==> src/rtl/hazard_forward_unit_pkg.sv <==
// Shared types and width helpers for the hazard/forwarding controller.
package hazard_forward_unit_pkg;

  // Widest register index a shadow slot can hold (NREG up to 256).
  localparam int unsigned RdMaxW = 8;

  // Operand select value meaning "take the register file".
  localparam int unsigned FWD_RF = 0;

  typedef struct packed {
    logic              valid;
    logic [RdMaxW-1:0] rd;
    logic              regwrite;
    logic              memread;
  } slot_t;

  function automatic int unsigned rw_of(input int unsigned nreg);
    return (nreg > 1) ? $clog2(nreg) : 1;
  endfunction

  function automatic int unsigned fw_of(input int unsigned stages);
    return $clog2(stages + 1);
  endfunction

  // x0 is hardwired, so a write to it never produces a usable value.
  function automatic logic slot_writes(input slot_t s, input logic [RdMaxW-1:0] r);
    return s.valid && s.regwrite && (s.rd == r) && (r != '0);
  endfunction

endpackage

==> src/rtl/hazard_forward_unit_if.sv <==
// Pipeline-side signal bundle of the hazard/forwarding controller.
interface hazard_forward_unit_if
  import hazard_forward_unit_pkg::*;
#(
  parameter int unsigned NREG       = 32,
  parameter int unsigned FWD_STAGES = 2,
  parameter int unsigned CNT_W      = 32
) ();
  localparam int unsigned RW = rw_of(NREG);
  localparam int unsigned FW = fw_of(FWD_STAGES);

  logic          id_valid;
  logic [RW-1:0] id_rs1;
  logic [RW-1:0] id_rs2;
  logic          id_use_rs1;
  logic          id_use_rs2;
  logic [RW-1:0] id_rd;
  logic          id_regwrite;
  logic          id_memread;
  logic          ex_branch_taken;
  logic          mem_stall;

  logic [FW-1:0]    fwd_a;
  logic [FW-1:0]    fwd_b;
  logic             stall;
  logic             flush_ifid;
  logic             flush_idex;
  logic [CNT_W-1:0] stall_count;
  logic [CNT_W-1:0] flush_count;

  // Pipeline side: drives ID/EX status, consumes selects and hazard controls.
  modport master (
    output id_valid, id_rs1, id_rs2, id_use_rs1, id_use_rs2, id_rd, id_regwrite, id_memread,
    output ex_branch_taken, mem_stall,
    input  fwd_a, fwd_b, stall, flush_ifid, flush_idex, stall_count, flush_count
  );

  // Controller side.
  modport slave (
    input  id_valid, id_rs1, id_rs2, id_use_rs1, id_use_rs2, id_rd, id_regwrite, id_memread,
    input  ex_branch_taken, mem_stall,
    output fwd_a, fwd_b, stall, flush_ifid, flush_idex, stall_count, flush_count
  );

endinterface

==> src/rtl/hazard_forward_unit_fwd_select.sv <==
// Priority match of one EX source register against the post-EX shadow slots.
module hazard_forward_unit_fwd_select
  import hazard_forward_unit_pkg::*;
#(
  parameter int unsigned FWD_STAGES = 2,
  parameter int unsigned RW         = 5,
  parameter int unsigned FW         = 2
) (
  input  slot_t [FWD_STAGES:1] slots_i,
  input  logic  [RW-1:0]       src_i,
  input  logic                 use_i,
  output logic  [FW-1:0]       sel_o
);

  // Scan oldest to youngest so the youngest writer sets the select last.
  always_comb begin
    sel_o = FW'(FWD_RF);
    if (use_i) begin
      for (int s = FWD_STAGES; s >= 1; s--) begin
        if (slot_writes(slots_i[s], RdMaxW'(src_i))) begin
          sel_o = FW'(s);
        end
      end
    end
  end

endmodule

==> src/rtl/hazard_forward_unit.sv <==
// Hazard detection and operand forwarding for the in-order pipeline, driven by a
// shadow pipeline of destination tags from EX through the last forwarding stage.
module hazard_forward_unit
  import hazard_forward_unit_pkg::*;
#(
  parameter int unsigned XLEN       = 64,
  parameter int unsigned NREG       = 32,
  parameter int unsigned FWD_STAGES = 2,
  parameter int unsigned LOAD_LAT   = 1,
  parameter int unsigned CNT_W      = 32
) (
  input logic                  clk,
  input logic                  reset,
  hazard_forward_unit_if.slave bus
);

  localparam int unsigned RW      = rw_of(NREG);
  localparam int unsigned FW      = fw_of(FWD_STAGES);
  localparam int unsigned CntSatW = (CNT_W < XLEN) ? CNT_W : XLEN;
  localparam logic [CNT_W-1:0] CntMax = {CNT_W{1'b1}} >> (CNT_W - CntSatW);

  slot_t [FWD_STAGES:0] slots_q, slots_d;
  logic  [RW-1:0]       rs1_q, rs1_d, rs2_q, rs2_d;
  logic                 use1_q, use1_d, use2_q, use2_d;
  logic  [CNT_W-1:0]    stall_cnt_q, stall_cnt_d, flush_cnt_q, flush_cnt_d;

  logic [FW-1:0] sel_a, sel_b;
  logic          load_use, flush, stall, issue;

  // True when the youngest writer of r among slots 0..LOAD_LAT-1 is a load.
  function automatic logic load_hazard(input slot_t [FWD_STAGES:0] sl, input logic [RW-1:0] r);
    logic found, hit;
    found = 1'b0;
    hit   = 1'b0;
    for (int unsigned s = 0; s < LOAD_LAT; s++) begin
      if (!found && slot_writes(sl[s], RdMaxW'(r))) begin
        found = 1'b1;
        hit   = sl[s].memread;
      end
    end
    return hit;
  endfunction

  hazard_forward_unit_fwd_select #(
    .FWD_STAGES (FWD_STAGES),
    .RW         (RW),
    .FW         (FW)
  ) u_sel_a (
    .slots_i (slots_q[FWD_STAGES:1]),
    .src_i   (rs1_q),
    .use_i   (use1_q),
    .sel_o   (sel_a)
  );

  hazard_forward_unit_fwd_select #(
    .FWD_STAGES (FWD_STAGES),
    .RW         (RW),
    .FW         (FW)
  ) u_sel_b (
    .slots_i (slots_q[FWD_STAGES:1]),
    .src_i   (rs2_q),
    .use_i   (use2_q),
    .sel_o   (sel_b)
  );

  // Hazard decisions: freeze dominates, then a taken branch, then load-use.
  always_comb begin
    load_use = bus.id_valid &&
               ((bus.id_use_rs1 && load_hazard(slots_q, bus.id_rs1)) ||
                (bus.id_use_rs2 && load_hazard(slots_q, bus.id_rs2)));
    flush    = !reset && !bus.mem_stall && bus.ex_branch_taken && slots_q[0].valid;
    stall    = !reset && (bus.mem_stall || (load_use && !flush));
    issue    = bus.id_valid && !stall && !flush;
  end

  // Shadow shift: everything holds under freeze; slot 0 takes ID or a bubble.
  always_comb begin
    slots_d = slots_q;
    rs1_d   = rs1_q;
    rs2_d   = rs2_q;
    use1_d  = use1_q;
    use2_d  = use2_q;
    if (!bus.mem_stall) begin
      for (int s = FWD_STAGES; s >= 1; s--) begin
        slots_d[s] = slots_q[s-1];
      end
      if (issue) begin
        slots_d[0].valid    = 1'b1;
        slots_d[0].rd       = RdMaxW'(bus.id_rd);
        slots_d[0].regwrite = bus.id_regwrite;
        slots_d[0].memread  = bus.id_memread;
        rs1_d               = bus.id_rs1;
        rs2_d               = bus.id_rs2;
        use1_d              = bus.id_use_rs1;
        use2_d              = bus.id_use_rs2;
      end else begin
        // Bubble use bits cleared so a dead slot 0 never selects a forward.
        slots_d[0] = '0;
        use1_d     = 1'b0;
        use2_d     = 1'b0;
      end
    end
  end

  // Saturating event counters.
  always_comb begin
    stall_cnt_d = stall_cnt_q;
    flush_cnt_d = flush_cnt_q;
    if (stall && (stall_cnt_q != CntMax)) stall_cnt_d = stall_cnt_q + 1'b1;
    if (flush && (flush_cnt_q != CntMax)) flush_cnt_d = flush_cnt_q + 1'b1;
  end

  // State registers with asynchronous reset to an empty pipeline.
  always_ff @(posedge clk or posedge reset) begin
    if (reset) begin
      slots_q     <= '0;
      rs1_q       <= '0;
      rs2_q       <= '0;
      use1_q      <= 1'b0;
      use2_q      <= 1'b0;
      stall_cnt_q <= '0;
      flush_cnt_q <= '0;
    end else begin
      slots_q     <= slots_d;
      rs1_q       <= rs1_d;
      rs2_q       <= rs2_d;
      use1_q      <= use1_d;
      use2_q      <= use2_d;
      stall_cnt_q <= stall_cnt_d;
      flush_cnt_q <= flush_cnt_d;
    end
  end

  assign bus.fwd_a       = reset ? FW'(FWD_RF) : sel_a;
  assign bus.fwd_b       = reset ? FW'(FWD_RF) : sel_b;
  assign bus.stall       = stall;
  assign bus.flush_ifid  = flush;
  assign bus.flush_idex  = flush;
  assign bus.stall_count = stall_cnt_q;
  assign bus.flush_count = flush_cnt_q;

endmodule

==> src/flat_wrapper.sv <==
// flat-port wrapper written by rule: the top's interface ports become plain ports
module hazard_forward_unit_flat import hazard_forward_unit_pkg::*;
#(
  parameter int unsigned XLEN       = 64,
  parameter int unsigned NREG       = 32,
  parameter int unsigned FWD_STAGES = 2,
  parameter int unsigned LOAD_LAT   = 1,
  parameter int unsigned CNT_W      = 32
)
  (clk, reset, bus_id_valid, bus_id_rs1, bus_id_rs2, bus_id_use_rs1, bus_id_use_rs2, bus_id_rd, bus_id_regwrite, bus_id_memread, bus_ex_branch_taken, bus_mem_stall, bus_fwd_a, bus_fwd_b, bus_stall, bus_flush_ifid, bus_flush_idex, bus_stall_count, bus_flush_count);
  hazard_forward_unit_if #(.NREG(NREG), .FWD_STAGES(FWD_STAGES), .CNT_W(CNT_W)) bus_i ();
  input logic clk;
  input logic reset;
  input wire logic [$bits(bus_i.id_valid)-1:0] bus_id_valid;
  input wire logic [$bits(bus_i.id_rs1)-1:0] bus_id_rs1;
  input wire logic [$bits(bus_i.id_rs2)-1:0] bus_id_rs2;
  input wire logic [$bits(bus_i.id_use_rs1)-1:0] bus_id_use_rs1;
  input wire logic [$bits(bus_i.id_use_rs2)-1:0] bus_id_use_rs2;
  input wire logic [$bits(bus_i.id_rd)-1:0] bus_id_rd;
  input wire logic [$bits(bus_i.id_regwrite)-1:0] bus_id_regwrite;
  input wire logic [$bits(bus_i.id_memread)-1:0] bus_id_memread;
  input wire logic [$bits(bus_i.ex_branch_taken)-1:0] bus_ex_branch_taken;
  input wire logic [$bits(bus_i.mem_stall)-1:0] bus_mem_stall;
  output wire logic [$bits(bus_i.fwd_a)-1:0] bus_fwd_a;
  output wire logic [$bits(bus_i.fwd_b)-1:0] bus_fwd_b;
  output wire logic [$bits(bus_i.stall)-1:0] bus_stall;
  output wire logic [$bits(bus_i.flush_ifid)-1:0] bus_flush_ifid;
  output wire logic [$bits(bus_i.flush_idex)-1:0] bus_flush_idex;
  output wire logic [$bits(bus_i.stall_count)-1:0] bus_stall_count;
  output wire logic [$bits(bus_i.flush_count)-1:0] bus_flush_count;
  assign bus_i.id_valid = bus_id_valid;
  assign bus_i.id_rs1 = bus_id_rs1;
  assign bus_i.id_rs2 = bus_id_rs2;
  assign bus_i.id_use_rs1 = bus_id_use_rs1;
  assign bus_i.id_use_rs2 = bus_id_use_rs2;
  assign bus_i.id_rd = bus_id_rd;
  assign bus_i.id_regwrite = bus_id_regwrite;
  assign bus_i.id_memread = bus_id_memread;
  assign bus_i.ex_branch_taken = bus_ex_branch_taken;
  assign bus_i.mem_stall = bus_mem_stall;
  assign bus_fwd_a = bus_i.fwd_a;
  assign bus_fwd_b = bus_i.fwd_b;
  assign bus_stall = bus_i.stall;
  assign bus_flush_ifid = bus_i.flush_ifid;
  assign bus_flush_idex = bus_i.flush_idex;
  assign bus_stall_count = bus_i.stall_count;
  assign bus_flush_count = bus_i.flush_count;
  hazard_forward_unit #(.XLEN(XLEN), .NREG(NREG), .FWD_STAGES(FWD_STAGES), .LOAD_LAT(LOAD_LAT), .CNT_W(CNT_W)) u_core (.clk(clk), .reset(reset), .bus(bus_i));
endmodule
==> config.mk <==
export PLATFORM = sky130hd
export DESIGN_NAME = hazard_forward_unit_flat
export DESIGN_NICKNAME = d
export VERILOG_FILES = /design/src/rtl/hazard_forward_unit_pkg.sv /design/src/rtl/hazard_forward_unit_if.sv /design/src/rtl/hazard_forward_unit_fwd_select.sv /design/src/rtl/hazard_forward_unit.sv /design/src/flat_wrapper.sv
export SDC_FILE = /design/constraint.sdc
export NUM_CORES = 1
export LEC_CHECK = 0
export CAP_MARGIN = 20
export CORE_UTILIZATION = 32
export CTS_CLUSTER_SIZE = 40
export DETAILED_ROUTE_END_ITERATION = 8
export GPL_ROUTABILITY_DRIVEN = 0
export HOLD_SLACK_MARGIN = 0.15
export PLACE_DENSITY = 0.53
export SLEW_MARGIN = 0
export SYNTH_ARGS = -nofsm -noshare
export SYNTH_HDL_FRONTEND = slang
export SYNTH_SLANG_ARGS = --single-unit
export TNS_END_PERCENT = 5
==> constraint.sdc <==
create_clock -name clk -period 4.2 [get_ports clk]
set_clock_uncertainty 0.1 [all_clocks]
set_input_delay 0.42 -clock clk [delete_from_list [all_inputs] [get_ports clk]]
set_output_delay 0.42 -clock clk [all_outputs]
set_load 0.01 [all_outputs]
==> flow_metrics.tcl <==
set metrics [dict create \
    hold_viol 0 \
    synth-edff-count 0 \
    powerDensity_mw_per_mm2 379 \
    final_cell_area_mm2 0.00626 \
    ir_worst_vdd_mv 0.185 \
    area_delta_synth_final_pct 31.4 \
    power_mw 2.37 \
    path_buf_inv 3 \
    async_reset_ff_frac 1.00 \
    finalNonFillerCells 718 \
    post_drt_via_cell_ratio 4.99 \
    cts_buffers 9 \
    grt_pass1_vias 3572 \
    critPathTopFamily "buffers and inverters" \
    dr.pass1.iters 4 \
    clock_latency_ps 340 \
    final_common_cell "dfrtp_1" \
    rr_startpoint "u_core.slots_q[2]$_DFFE_PP0N_" \
    cts_tree "done" \
    yosys_warnings 0 \
    rows 44 \
    cts_setup_buffers 0 \
    cts-root-buf "clkbuf_16" \
    fillCellCount 1413 \
    dieArea_mm2 0.0154 \
    max_stage_delay_ps 580 \
    hp-class "reg -> reg" \
    track_usage 0.161 \
    drt-wirelength-per-cell_um 15.8 \
    ant_nets 0 \
    dr_total_vias 3585 \
    path_clk_slew_ps 70 \
    dominantRegCellSynth "dfrtp_1" \
    worst_slack_ps 653 \
    timing.fmax_mhz 282 \
    worst_pin_slew_ps 860 \
    maxCapViolCount 0 \
    place_ws_ps 506 \
    core_mm2 0.0145 \
    post_dp_cell_area_mm2 0.00595 \
    crit_top_cell "clkdlybuf4s50_1" \
    crit_arrival_ps 3030 \
    synth_seq_cells 98 \
    crit_fanout 14 \
    synth_cells 425 \
    diodes 0 \
    initial_core_util 0.328 \
    yosysUniqueCellTypes 41 \
    whs_ps 395 \
    slew_viol_final 0 \
    path_cells "clkdlybuf4s50_1 > or4_1 > a21oi_1 > nor4_2 > nor3_4 > inv_2 > clkdlybuf4s50_1" \
    fp.dieW_um 124 \
    cp-startpoint "bus_id_rs2[0]" \
    drive_above_1_share 0.0880 \
    worstPathRequired_ps 3680 \
    drt_iter0_markers 144 \
    antenna_found_initial 0 \
    wirelength_mm 11.4 \
    grt_max_degree 57 \
    synth.cell_area_mm2 0.00476 \
    period_share 0.845 \
    dpl.hpwl_mm 8.32 \
    avgSynthCellArea_um2 11.2 \
    status "completed" \
    cp_slowest_cell "or4_1" \
    worstHoldStart "u_core.bus.stall_count[31]$_DFFE_PP0P_" \
    fin_crit_ps 3550 \
    final_util 0.430 \
    slew_headroom 0.421 \
    die_h_um 124 \
    rrSetupSlack_ps 1470 \
    io_buffer_count 94 \
    grt_setup_unrepaired "no" \
    cts_resized 0 \
    ios 95 \
    p_leak_nw 2.66 \
    grt_pass1_wl_mm 18.9 \
    htreeDepth 3 \
    overflow 0 \
    synth.net_count 451 \
    finalSetupViolCount 0 \
    cts_hold_buf 0 \
    critPathLaunchType "input pin" \
    worstSetupEndpointType "output port" \
    dp.cells 701 \
    drc 0 \
    critical_path_class "in -> out" \
    setup-tns-final_ps 0 \
    clk_path_buf_depth 2 \
    cts_sinks 98 \
    nNetsFinal 555 \
    ys_seq_area_frac 0.515 \
    mostFrequentLayoutCells "dfrtp_1, clkdlybuf4s50_1, xnor2_1" \
]
-- power breakdown --
part           total [mW]  internal (mW)  switching [mW]  leakage, nW
Sequential           1.15           1.03           0.116         1.29
Clock               0.844          0.491           0.353        0.151
Combinational       0.377          0.220           0.157         1.21
Total                2.37           1.74           0.626         2.66
-- area by class of cell --
type	instances	area (um^2)	area share
Clock buffer	11	253	0.0404
Inverter	9	36.3	0.00580
Multi-Input combinational cell	310	2240	0.358
Tap cell	184	230	0.0368
Sequential cell	98	2450	0.392
Clock inverter	5	52.6	0.00840
Timing Repair Buffer	101	991	0.158
-- Yosys cell counts, drive strengths merged (4+ instances only) --
| library cell | n | area share |
|---|---|---|
| dfrtp | 98 | 0.51 |
| xnor2 | 53 | 0.097 |
| xor2 | 34 | 0.063 |
| nand2 | 28 | 0.022 |
| mux2 | 26 | 0.061 |
| nand3 | 26 | 0.027 |
| nand4 | 25 | 0.033 |
| nor2 | 23 | 0.018 |
| and3 | 13 | 0.017 |
| nor3 | 13 | 0.016 |
| a22o | 9 | 0.017 |
| inv | 9 | 0.0071 |
| and4 | 7 | 0.013 |
| or4 | 7 | 0.011 |
| buf | 6 | 0.0076 |
| nor4 | 6 | 0.011 |
| and2 | 5 | 0.0066 |
| nor3b | 4 | 0.0063 |
| nor4b | 4 | 0.0087 |
| o31ai | 4 | 0.0063 |
-- state kept, by name, indices dropped and copies added (netlist names) --
| signal | count |
|---|---|
| u_core.use1_q | 1 |
| u_core.slots_q | 22 |
| u_core.rs1_q | 5 |
| u_core.bus.flush_count | 32 |
| u_core.rs2_q | 5 |
| u_core.bus.stall_count | 32 |
| u_core.use2_q | 1 |
-- layer usage --
metal	share of wire	GRT usage	vias up	wire length (um)
met5	0	0	-	0
met1	0.49	0.225	1758	5520
met4	0.014	0.0558	0	156
met3	0.058	0.0385	11	661
li1	-	-	1729	-
met2	0.44	0.245	87	5020
-- final timing paths --
kind / endpoint / cells past startpoint
worst max-delay path: bus_stall / 7
worst min-delay path: u_core.bus.stall_count[31]$_DFFE_PP0P_ / 1
worst max register to register: u_core.rs2_q[1]$_DFFE_PP0P_ / 8
worst min register to register: u_core.bus.stall_count[31]$_DFFE_PP0P_ / 1
max in group asynchronous: u_core.slots_q[4]$_DFFE_PP0N_ / 3
min in group asynchronous: u_core.slots_q[23]$_DFFE_PP0N_ / 3
-- cells by family after synthesis --
logic type               count (synthesis)  synth area share
XOR/XNOR                                87             0.160
multiplexers                            26            0.0615
buffers and inverters                   17            0.0163
AND/OR/NAND/NOR                        171             0.205
AO/OA/AOI/OAI                           24            0.0368
flip-flops                              98             0.515
adder cells (fa/ha/maj)                  2           0.00525
No activity file was read; power rests on OpenSTA's default activity.
